File: config.mk
export PLATFORM = sky130hd
export DESIGN_NAME = demux1_2_fifo
export DESIGN_NICKNAME = d
export VERILOG_FILES = /design/src/rtl/demux1_2_fifo.sv
export SDC_FILE = /design/constraint.sdc
export NUM_CORES = 1
export LEC_CHECK = 0
export CORE_ASPECT_RATIO = 1.1
export CORE_UTILIZATION = 50
export CTS_CLUSTER_SIZE = 10
export DETAILED_ROUTE_END_ITERATION = 8
export DONT_BUFFER_PORTS = 1
export PLACE_DENSITY = 0.71
export SLEW_MARGIN = 20
export SYNTH_ARGS = -nofsm -noshare
export SYNTH_HDL_FRONTEND = slang
export SYNTH_SLANG_ARGS = --single-unit
File: constraint.sdc
create_clock -name clk -period 2.7 [get_ports clk]
set_clock_uncertainty 0.2 [all_clocks]
set_input_delay 0.54 -clock clk [delete_from_list [all_inputs] [get_ports clk]]
set_output_delay 0.54 -clock clk [all_outputs]
set_load 0.005 [all_outputs]
File: src/rtl/demux1_2_fifo.sv
// demux1_2_fifo
//   Steers a registered word from the mux stage into one of two lanes, each
//   backed by a DEPTH-entry show-ahead FIFO with a valid/ready handshake.
//   Upstream is stalled by deasserting ready_out.
//   Optional build macro: DEMUX_STATS_EN adds the saturating push counters cnt0/cnt1.
// Ports
//   clk, reset_L           clock, asynchronous active-low reset
//   data_in/valid_in       word and qualifier from the mux stage
//   selector               destination lane (0 -> lane0, 1 -> lane1)
//   ready_out              selected lane is not full (combinational)
//   data_outL/valid_outL   registered head word / non-empty flag of lane L
//   ready_inL              lane L consumer takes the head word
//   fillL                  lane L occupancy, 0..DEPTH
//   cnt0/cnt1              (DEMUX_STATS_EN only) words accepted per lane
module demux1_2_fifo #(
  parameter int unsigned WIDTH = 2,
  parameter int unsigned DEPTH = 4,
  localparam int unsigned AW = $clog2(DEPTH)
) (
  input  logic             clk,
  input  logic             reset_L,
  input  logic [WIDTH-1:0] data_in,
  input  logic             valid_in,
  input  logic             selector,
  output logic             ready_out,
  output logic [WIDTH-1:0] data_out0,
  output logic             valid_out0,
  input  logic             ready_in0,
  output logic [WIDTH-1:0] data_out1,
  output logic             valid_out1,
  input  logic             ready_in1,
  output logic [AW:0]      fill0,
  output logic [AW:0]      fill1
`ifdef DEMUX_STATS_EN
  ,
  output logic [7:0]       cnt0,
  output logic [7:0]       cnt1
`endif
);

  localparam logic [AW:0] FullCnt = (AW+1)'(DEPTH);

  logic [WIDTH-1:0] mem_q  [2][DEPTH];
  logic [AW-1:0]    wr_q   [2];
  logic [AW-1:0]    wr_d   [2];
  logic [AW-1:0]    rd_q   [2];
  logic [AW-1:0]    rd_d   [2];
  logic [AW:0]      fill_q [2];
  logic [AW:0]      fill_d [2];
  logic [WIDTH-1:0] head_q [2];
  logic [WIDTH-1:0] head_d [2];
  logic [1:0]       valid_q, valid_d;
  logic [1:0]       push, pop, full, ready_in;

  always_comb begin
    ready_in = {ready_in1, ready_in0};
    for (int l = 0; l < 2; l++) begin
      full[l] = (fill_q[l] == FullCnt);
    end
    // No bypass: a pop in the same cycle does not free a slot for this push.
    ready_out = ~full[selector];
    push[0]   = valid_in & ready_out & ~selector;
    push[1]   = valid_in & ready_out & selector;
    pop       = valid_q & ready_in;

    for (int l = 0; l < 2; l++) begin
      wr_d[l]   = push[l] ? wr_q[l] + AW'(1) : wr_q[l];
      rd_d[l]   = pop[l]  ? rd_q[l] + AW'(1) : rd_q[l];
      fill_d[l] = fill_q[l];
      if (push[l] && !pop[l]) begin
        fill_d[l] = fill_q[l] + (AW+1)'(1);
      end else if (!push[l] && pop[l]) begin
        fill_d[l] = fill_q[l] - (AW+1)'(1);
      end
      valid_d[l] = (fill_d[l] != '0);
      // Head register is precomputed so data_out is a flop; when the slot that
      // becomes head is the one being written now, take data_in directly.
      if (!valid_d[l]) begin
        head_d[l] = '0;
      end else if (push[l] && (rd_d[l] == wr_q[l])) begin
        head_d[l] = data_in;
      end else begin
        head_d[l] = mem_q[l][rd_d[l]];
      end
    end
  end

  always_ff @(posedge clk or negedge reset_L) begin
    if (!reset_L) begin
      for (int l = 0; l < 2; l++) begin
        wr_q[l]   <= '0;
        rd_q[l]   <= '0;
        fill_q[l] <= '0;
        head_q[l] <= '0;
      end
      valid_q <= '0;
    end else begin
      for (int l = 0; l < 2; l++) begin
        wr_q[l]   <= wr_d[l];
        rd_q[l]   <= rd_d[l];
        fill_q[l] <= fill_d[l];
        head_q[l] <= head_d[l];
      end
      valid_q <= valid_d;
    end
  end

  // Storage needs no reset: contents are unreachable until rewritten.
  always_ff @(posedge clk) begin
    for (int l = 0; l < 2; l++) begin
      if (push[l]) begin
        mem_q[l][wr_q[l]] <= data_in;
      end
    end
  end

  assign data_out0  = head_q[0];
  assign data_out1  = head_q[1];
  assign valid_out0 = valid_q[0];
  assign valid_out1 = valid_q[1];
  assign fill0      = fill_q[0];
  assign fill1      = fill_q[1];

`ifdef DEMUX_STATS_EN
  logic [7:0] cnt_q [2];

  always_ff @(posedge clk or negedge reset_L) begin
    if (!reset_L) begin
      cnt_q[0] <= '0;
      cnt_q[1] <= '0;
    end else begin
      for (int l = 0; l < 2; l++) begin
        if (push[l] && (cnt_q[l] != 8'hFF)) begin
          cnt_q[l] <= cnt_q[l] + 8'd1;
        end
      end
    end
  end

  assign cnt0 = cnt_q[0];
  assign cnt1 = cnt_q[1];
`endif

endmodule
### Yosys cells after proc, flatten, opt, wreduce, memory -nomap -nowiden

Memory sizes are Yosys's and may differ from the RTL's.
Cells that the tools add are included.

| storage, ports and cells | value |
|---|---|
| bits in registers | 20 |
| bits in writable memories | 16 |
| output and inout port bits | 13 |
| word-level logic and storage cells | 83 |
| memories kept | 1 |

| operators by class | value |
|---|---|
| add/subtract/negate cells | 8 |
| magnitude comparators | 7 |
| equal/unequal tests | 4 |
| muxes and demuxes | 29 |
| bitwise gates (word level) | 10 |
| reduce and logical (&&, ||, !) cells | 15 |

Memory list:

| memory | depth | width | read ports | clocked after Yosys merged registers in | write ports | line | RTL |
|---|---|---|---|---|---|---|---|
| mem_q | 2 | 8 | 2 | 0 | 1 | 43 | `logic [WIDTH-1:0] mem_q [2][DEPTH];` |

Operators by type and width:

| kind | count |
|---|---|
| 8-bit 2-to-1 mux | 4 |
| 2-bit 2-to-1 mux | 12 |
| 3-bit greater-or-equal comparator (second input constant) | 4 |
| 3-bit 2-to-1 mux | 4 |
| 2-bit NOT with 3-bit output | 4 |
| 2-bit by 1-bit adder with 2-bit output (second input constant) | 4 |
| 2-bit binary-select mux with 2-bit select | 2 |
| 2-bit demux with 2-bit select | 2 |
| 1-bit logical AND | 8 |
| 8-bit OR reduction | 1 |
| 3-bit by 1-bit adder with 3-bit output (second input constant) | 2 |
| 3-bit == test (second input constant) | 2 |
| 3-bit by 1-bit less-than comparator with 1-bit output (second input constant) | 2 |
| 3-bit nonzero test | 2 |
| 3-bit by 1-bit subtractor with 3-bit output (second input constant) | 2 |
| 1-bit 2-to-1 mux | 5 |
| 2-bit == test | 2 |
| 1-bit logical NOT | 4 |
| 1-bit bitwise AND | 3 |
| 2-bit bitwise AND | 1 |
| 1-bit by 2-bit less-than comparator with 1-bit output (second input constant) | 1 |
| 1-bit NOT | 2 |

### Logic depth before layout (Yosys ltp)

Gate-level depths: netlist of the first run.

| logic depth | value |
|---|---|
| depth in word-level cells | 12 |
| gate-level depth with buffers | 7 |
| depth with buffers taken out | 7 |

### Worst setup path after synthesis of the first run

No wires, ideal clock.

| timing path | value |
|---|---|
| path type | input -> register |
| start point | in ready_in0 |
| end point | reg head_q (netlist bit data_out0[0]) |
| arrival time | 1680 ps |
| required time | 2376 ps |
| path slack | 696 ps |
| stages on the path | 6 |
| path buffers | 1 |
| path through | clkbuf_1 -> nand2_1 -> and4_4 -> or3_1 -> a22oi_2 -> nor2_1 |

RTL lines:

| element | line | RTL |
|---|---|---|
| start, declared | 28 | `input logic ready_in0,` |
| end signal, assigned by index | 102 | `head_q[l] <= head_d[l];` |
| end, declared | 50 | `logic [WIDTH-1:0] head_q [2];` |

### Final worst setup path of the first run

| timing path | value |
|---|---|
| start point | reg fill_q (netlist bit fill0[0]) |
| end point | out ready_out |

| between the ends | value |
|---|---|
| word-level cells in the longest chain between the ends | 4 |

RTL lines:

| element | line | RTL |
|---|---|---|
| start, declared | 48 | `logic [AW:0] fill_q [2];` |
| start signal, assigned by index | 101 | `fill_q[l] <= fill_d[l];` |
| 3-bit == test | 58 | `full[l] = (fill_q[l] == FullCnt);` |
| 1-bit 2-to-1 mux (implied by the code) (2 in series) | 61 | `ready_out = ~full[selector];` |
| 1-bit NOT | 61 |  |
| end, declared | 25 | `output logic ready_out,` |

Every way passes these cells. The select of a mux whose other input is x is not followed.

==> summary.txt, run 1 <==
Routing
  – Iteration-0 DRC count of the detailed router: 80
  – Average detailed-routed wire length per instance: 16.9 um
  – Via density: 6.18
  – Total Wirelength: 4420 um
  – Detailed-router iteration count before antenna repair: 4
  – Vias: 1,618
  – Antenna-violating nets left: 0
  – DRC violations left: 0

Placement
  – Number of buffer cells added on primary ports: 0
  – DP Cell Count: 253
  – Post-placement setup slack: 551 ps
  – HPWL Detailed: 3230 um
  – DP Area: 2160 um2
  – Placer Congestion: 0.856

Final layout
  – Register area: 981 um2
  – Summed area of non-filler cells in the final layout: 2250 um2
  – Nets@finish: 229
  – Fraction of layout cells with a size suffix above 1: 0.100
  – Area growth syn-to-layout: 5.01%
  – Multi-input gate area in the final layout: 1070 um2
  – Non-filler cells in the finished layout: 262
  – Layout filler cell count: 362
  – Count of inserted antenna diode cells: 0

Power and ir drop
  – IR drop worst, VDD: 0.000586 V
  – Lkg Pwr: 0.000965 uW
  – Combinational Power Share: 0.407
  – Total power divided by cell area: 1060 nW/um2
  – Part of the power in the clock network: 0.160
  – Register share of total power: 0.432
  – Net switching fraction of the power: 0.424
  – Internal power component: 1370 uW
  – Switching power: 1010 uW

STA
  – Slew HR: 0.679
  – Number of pins exceeding their max-slew limit in the final report: 0
  – Final worst slack: 513 ps
  – Count of endpoints failing hold in the final timing report: 0
  – Final worst path period need: 2190 ps
  – Top achievable clock speed: 457 MHz
  – Period Utilization, post-route: 0.810
  – Actual slew at the worst max-slew pin: 469 ps
  – Number of setup violations in the final report: 0
  – Final total negative setup slack: 0 ps
  – Unrepaired setup endpoints after global routing: no

Outcome
  – Result of the run: finished, final reports clean

Yosys
  – Post-synthesis cell count: 211
  – Count of yosys warnings during synthesis: 0
  – Share of synthesized area occupied by flip-flops and latches: 0.457
  – Area of the mapped netlist: 2150 um2
  – Synth top area share: 0.233
  – Number of nets in the synthesized netlist: 231
  – Mapped Avg Cell Area: 10.2 um2
  – Library cells used by synthesis: 41
  – Yosys top cell by area: dfrtp_1
  – Most area-consuming cells after synthesis: dfrtp_1 23%, edfxtp_1 22%, ha_1 7.0%
  – Total of flip-flops plus latches after synthesis: 36

Worst setup path
  – Critical path endpoint category: output port
  – Worst stage delay on the critical path: 530 ps
  – Register-to-Register Path Depth: 5
  – CP startpoint: fill0[0]
  – Ordered list of cells on the worst path: or3b_1, nor2_1, a21oi_1
  – Critical path arrival: 1450 ps
  – Maximum fanout along the worst path: 8
  – Startpoint class of the critical path: flop
  – Crit-path slowest cell: or3b_1
  – Worst Setup Path Type: reg -> out
  – Required time reported for the critical path endpoint: 1960 ps
  – Start of the worst register-to-register path: fill1[1]

Floorplan
  – Overall die height: 70.7 um
  – Count of standard-cell rows: 24
  – DIE AREA: 4560 um2
  – IO Count: 21
  – Initial standard-cell utilization of the core: 0.533
  – Die width: 64.5 um
  – Total core area: 4020 um2

CTS
  – Deepest clock path buffer count: 2
  – Clock sink count: 36
  – Clock Tree Root: clkbuf_8
  – CTS buffer count: 5
  – H-tree depth reported by CTS: 2
  – Post-CTS setup repair buffer count: 0
  – Quantity of gates resized following cts: 0
  – Post-CTS clock slew at the launch and capture registers of the worst setup and hold paths: 80 ps
  – Clock tree from TritonCTS: built
  – Insertion delay of the later-clocked pin in the worst-skew pair: 290 ps

Global route
  – Initial antenna violation count: 0
  – Leftover overflow at the end of global routing: 0
  – Pin count of the biggest net entering global routing: 21
  – Total global routing track utilization: 0.224
  – Vias in the first global route: 1,670
  – Wire length of the first global-routing pass: 7820 um

Job
  – Number of max-cap violations: 0

Worst hold path
  – Worst min-delay path category: in -> async
-- synth_stat cells --
| library cell | n |
|---|---|
| a2111oi_0 | 4 |
| a21bo_2 | 1 |
| a21boi_0 | 2 |
| a21oi_1 | 6 |
| a22oi_2 | 2 |
| a311oi_1 | 2 |
| a31oi_1 | 2 |
| and2_0 | 1 |
| and2_1 | 4 |
| and3_1 | 11 |
| and3_2 | 4 |
| and4_1 | 3 |
| and4_4 | 1 |
| buf_2 | 4 |
| buf_6 | 1 |
| clkbuf_1 | 5 |
| dfrtp_1 | 20 |
| edfxtp_1 | 16 |
| ha_1 | 12 |
| inv_1 | 12 |
| mux2_2 | 4 |
| mux2i_1 | 6 |
| nand2_1 | 21 |
| nand2b_1 | 1 |
| nand3_1 | 9 |
| nand4_1 | 6 |
| nor2_1 | 10 |
| nor2b_1 | 1 |
| nor3_1 | 1 |
| nor3b_1 | 2 |
| nor4_1 | 2 |
| o211a_1 | 1 |
| o21ai_0 | 10 |
| o221ai_1 | 2 |
| o22ai_1 | 2 |
| o31a_1 | 3 |
| o31ai_1 | 2 |
| or3_1 | 2 |
| or3b_1 | 2 |
| xnor2_1 | 9 |
| xor2_1 | 2 |
-- sequential cells by signal, indices dropped and copies added (netlist names) --
signal and count:
wr_q 4, fill1 3, fill0 3, rd_q 4, data_out0 2, mem_q 16, data_out1 2, valid_q 2
-- layer usage --
metal  GRT usage  share of wire  wire length, um
met2       0.371           0.49             2180
met3      0.0355          0.052              231
met4      0.0963          0.021               91
met1       0.289           0.43             1920
met5           0              0                0
-- metrics by stage --
step	util	total power, uW	hold WS, ps
finish	0.560	2380	3.93
global route	0.560	2610	33.1
CTS	0.561	2390	133
detailed placement	0.537	2000	44.7
global placement	0.537	1930	44.8
floorplan	-	1800	44.4
-- layout by cell type (no fill, tap or decap), types with 2 or more instances in the layout --
master,netlist,routed
nand3_1,9,9
o21ai_0,10,10
inv_1,12,12
nand4_1,6,6
clkbuf_8,0,5
xnor2_1,9,9
mux2i_1,6,6
dfrtp_1,20,20
o22ai_1,2,2
edfxtp_1,16,16
nor4_1,2,2
clkinv_2,0,2
a31oi_1,2,2
or3_1,2,2
and2_1,4,4
nand2_1,21,21
mux2_2,4,4
a311oi_1,2,2
xor2_1,2,2
and3_1,11,11
ha_1,12,12
and4_1,3,3
a21oi_1,6,6
a2111oi_0,4,4
a22oi_2,2,2
and3_2,4,4
nor3b_1,2,2
o31ai_1,2,2
nor2_1,10,10
o31a_1,3,3
or3b_1,2,2
a21boi_0,2,2
o221ai_1,2,2
-- cells by family (layout without fill, tap and decap cells) --
logic type	after synthesis	count (layout)	share of synthesized area
xor+xnor	11	11	0.0449
fa+ha+maj	12	12	0.0700
compound gates	39	39	0.129
flops	36	36	0.457
simple gates	81	81	0.206
buf+inv	22	21	0.0443
mux	10	10	0.0490
-- area by class of cell --
cell class | count | area share
Multi-Input combinational cell | 153 | 0.475
Sequential cell | 36 | 0.435
Inverter | 12 | 0.0200
Clock inverter | 3 | 0.00833
Clock buffer | 5 | 0.0305
Timing Repair Buffer | 1 | 0.00222
Tap cell | 52 | 0.0289
-- timing repair --
item | 4_1_cts | 5_1_grt
hold buffers | 1 | 0
endpoints found under the hold margin | 20 | 0
setup endpoints to repair | 0 | 0
-- critical path: cells and delay by family, from the launching register on --
family | cells | cell delay [ps]
flip-flops | 1 | 440
AND/OR/NAND/NOR | 2 | 660
AO/OA/AOI/OAI | 1 | 60
-- power by group through the flow --
stage | registers, uW | clock network, uW | logic, uW
2_1_floorplan | 899 | 0 | 904
4_1_cts | 1030 | 391 | 972
6_report | 1030 | 382 | 971
3_5_place_dp | 1040 | 0 | 959
3_3_place_gp | 1020 | 0 | 908
5_1_grt | 1060 | 413 | 1130
-- final timing paths --
check / slack [ps] / endpoint
max in group asynchronous: 1960 / rd_q[3]
worst max-delay path: 510 / ready_out
worst min-delay path: 4 / wr_q[3]
min in group clk: 140 / mem_q[0][13]
worst max register to register: 520 / data_out1[1]
worst min register to register: 440 / rd_q[1]
Power figures use the tool's default switching activity.
==> run 2: changes to the inputs <==
--- a/config.mk
+++ b/config.mk
@@ -10,7 +10,7 @@
 export CTS_CLUSTER_SIZE = 10
 export DETAILED_ROUTE_END_ITERATION = 8
 export DONT_BUFFER_PORTS = 1
-export PLACE_DENSITY = 0.71
+export PLACE_DENSITY = 0.74
 export SLEW_MARGIN = 20
 export SYNTH_ARGS = -nofsm -noshare
 export SYNTH_HDL_FRONTEND = slang
==> constraint.sdc (replaced) <==
create_clock -name clk -period 1.96 [get_ports clk]
set_clock_uncertainty 0.2 [all_clocks]
set_input_delay 0.392 -clock clk [delete_from_list [all_inputs] [get_ports clk]]
set_output_delay 0.392 -clock clk [all_outputs]
set_load 0.005 [all_outputs]
==> summary.txt, run 2 (synthesized netlist as in run 1, its figures left out) <==
Outcome
  – Result of the run: finished, final reports clean

Floorplan
  – Initial standard-cell utilization of the core: 0.533
  – Count of standard-cell rows: 24
  – DIE AREA: 4560 um2
  – Die width: 64.5 um
  – Overall die height: 70.7 um
  – Total core area: 4020 um2
  – IO Count: 21

Routing
  – Average detailed-routed wire length per instance: 16.0 um
  – Antenna-violating nets left: 0
  – Via density: 5.80
  – Iteration-0 DRC count of the detailed router: 82
  – Detailed-router iteration count before antenna repair: 4
  – Vias: 1,669
  – Total Wirelength: 4610 um
  – DRC violations left: 0

CTS
  – Clock tree from TritonCTS: built
  – Post-CTS clock slew at the launch and capture registers of the worst setup and hold paths: 70 ps
  – CTS buffer count: 5
  – Clock sink count: 36
  – H-tree depth reported by CTS: 2
  – Deepest clock path buffer count: 2
  – Insertion delay of the later-clocked pin in the worst-skew pair: 280 ps
  – Clock Tree Root: clkbuf_8

Worst setup path
  – Critical path endpoint category: output port
  – Maximum fanout along the worst path: 4
  – Critical path arrival: 1350 ps
  – Worst Setup Path Type: reg -> out
  – Startpoint class of the critical path: flop
  – Required time reported for the critical path endpoint: 1370 ps

STA
  – Unrepaired setup endpoints after global routing: yes
  – Final worst path period need: 1950 ps
  – Period Utilization, post-route: 0.993
  – Count of endpoints failing hold in the final timing report: 0
  – Slew HR: 0.365
  – Top achievable clock speed: 514 MHz
  – Post-Route Hold Slack: 34.9 ps
  – Actual slew at the worst max-slew pin: 949 ps
  – Number of pins exceeding their max-slew limit in the final report: 0
  – Final total negative setup slack: 0 ps
  – Number of setup violations in the final report: 0

Worst hold path
  – Worst min-delay path category: in -> reg

Placement
  – Number of buffer cells added on primary ports: 0
  – DP Cell Count: 272
  – Placer Congestion: 0.817
  – HPWL Detailed: 3230 um

Global route
  – Vias in the first global route: 1,613
  – Pin count of the biggest net entering global routing: 21
  – Wire length of the first global-routing pass: 7530 um
  – Total global routing track utilization: 0.218
  – Initial antenna violation count: 0
  – Leftover overflow at the end of global routing: 0

Final layout
  – Non-filler cells in the finished layout: 288
  – Commonest non-fill, non-tap cell in the layout: nand2_1
  – Area growth syn-to-layout: 17.1%
  – Nets@finish: 255
  – Largest register FFs: 16
  – Fraction of layout cells with a size suffix above 1: 0.220
  – Top library cells by usage in the layout, fill and taps aside: 21 x nand2_1, 20 x buf_4, 19 x dfrtp_1
  – Count of inserted antenna diode cells: 0

Power and ir drop
  – Total power divided by cell area: 1470 nW/um2
  – Lkg Pwr: 0.00108 uW
  – IR drop worst, VDD: 0.000790 V

Job
  – Number of max-cap violations: 0
## run 2: changes by cell type in the layout (fill, tap and decap cells not counted), sizes merged
cell | before | now
buf | 1 | 22
dlygate4sd3 | 0 | 5
## run 2: layout make-up
cell class                      instances  area [um2]
Multi-Input combinational cell        153        1110
Fill cell                             352        1510
Inverter                               12        45.0
Sequential cell                        36         982
Clock inverter                          3        13.8
Timing Repair Buffer                   27         223
Tap cell                               52        65.1
Clock buffer                            5        68.8
## run 2: final timing paths
kind / startpoint / to / slack, ps / cells after the start
max in group asynchronous: reset_L / rd_q[2] / 420 / 1
min in group asynchronous: reset_L / fill1[0] / 500 / 1
worst min register to register: rd_q[0] / rd_q[0] / 410 / 2
worst min-delay path: data_in[0] / data_out1[0] / 30 / 2
worst max register to register: fill0[0] / data_out0[0] / 70 / 5
worst max-delay path: fill0[0] / ready_out / 10 / 4
## run 2: power by group
part,switching (uW),internal [uW]
registers,227,1050
clock network,261,241
logic,994,908
## run 2: timing repair
| item | in CTS | in global routing |
|---|---|---|
| buffers inserted | 1 | 2 |
| endpoints found under the setup margin | 1 | 7 |
| endpoints found under the hold margin | 30 | 6 |
| gates resized for setup | 1 | 17 |
| pin swaps | 0 | 6 |
| hold buffers | 3 | 2 |
## run 2: per-stage QoR
stage	setup WS, ps	util	instance area (um2)	power [uW]
floorplan	-35.3	-	2150	2500
global placement	68.4	0.574	2310	2960
finish	13.4	0.624	2510	3680
CTS	8.21	0.604	2430	3550
global route	-34.9	0.624	2510	3980
detailed placement	43.7	0.574	2310	3010
## run 2: metal layers
| layer | up-vias | part of all wire | global-route usage |
|---|---|---|---|
| met3 | 6 | 0.043 | 0.0452 |
| met5 | - | 0 | 0 |
| met1 | 795 | 0.47 | 0.296 |
| met2 | 48 | 0.47 | 0.343 |
| li1 | 820 | - | - |
| met4 | 0 | 0.012 | 0.0864 |
## run 2: critical path, cell delays in order (launching register included)
cell and delay (ps):
dfrtp_1 400, or3b_4 410, buf_6 140, nor2_4 70, a21oi_2 40
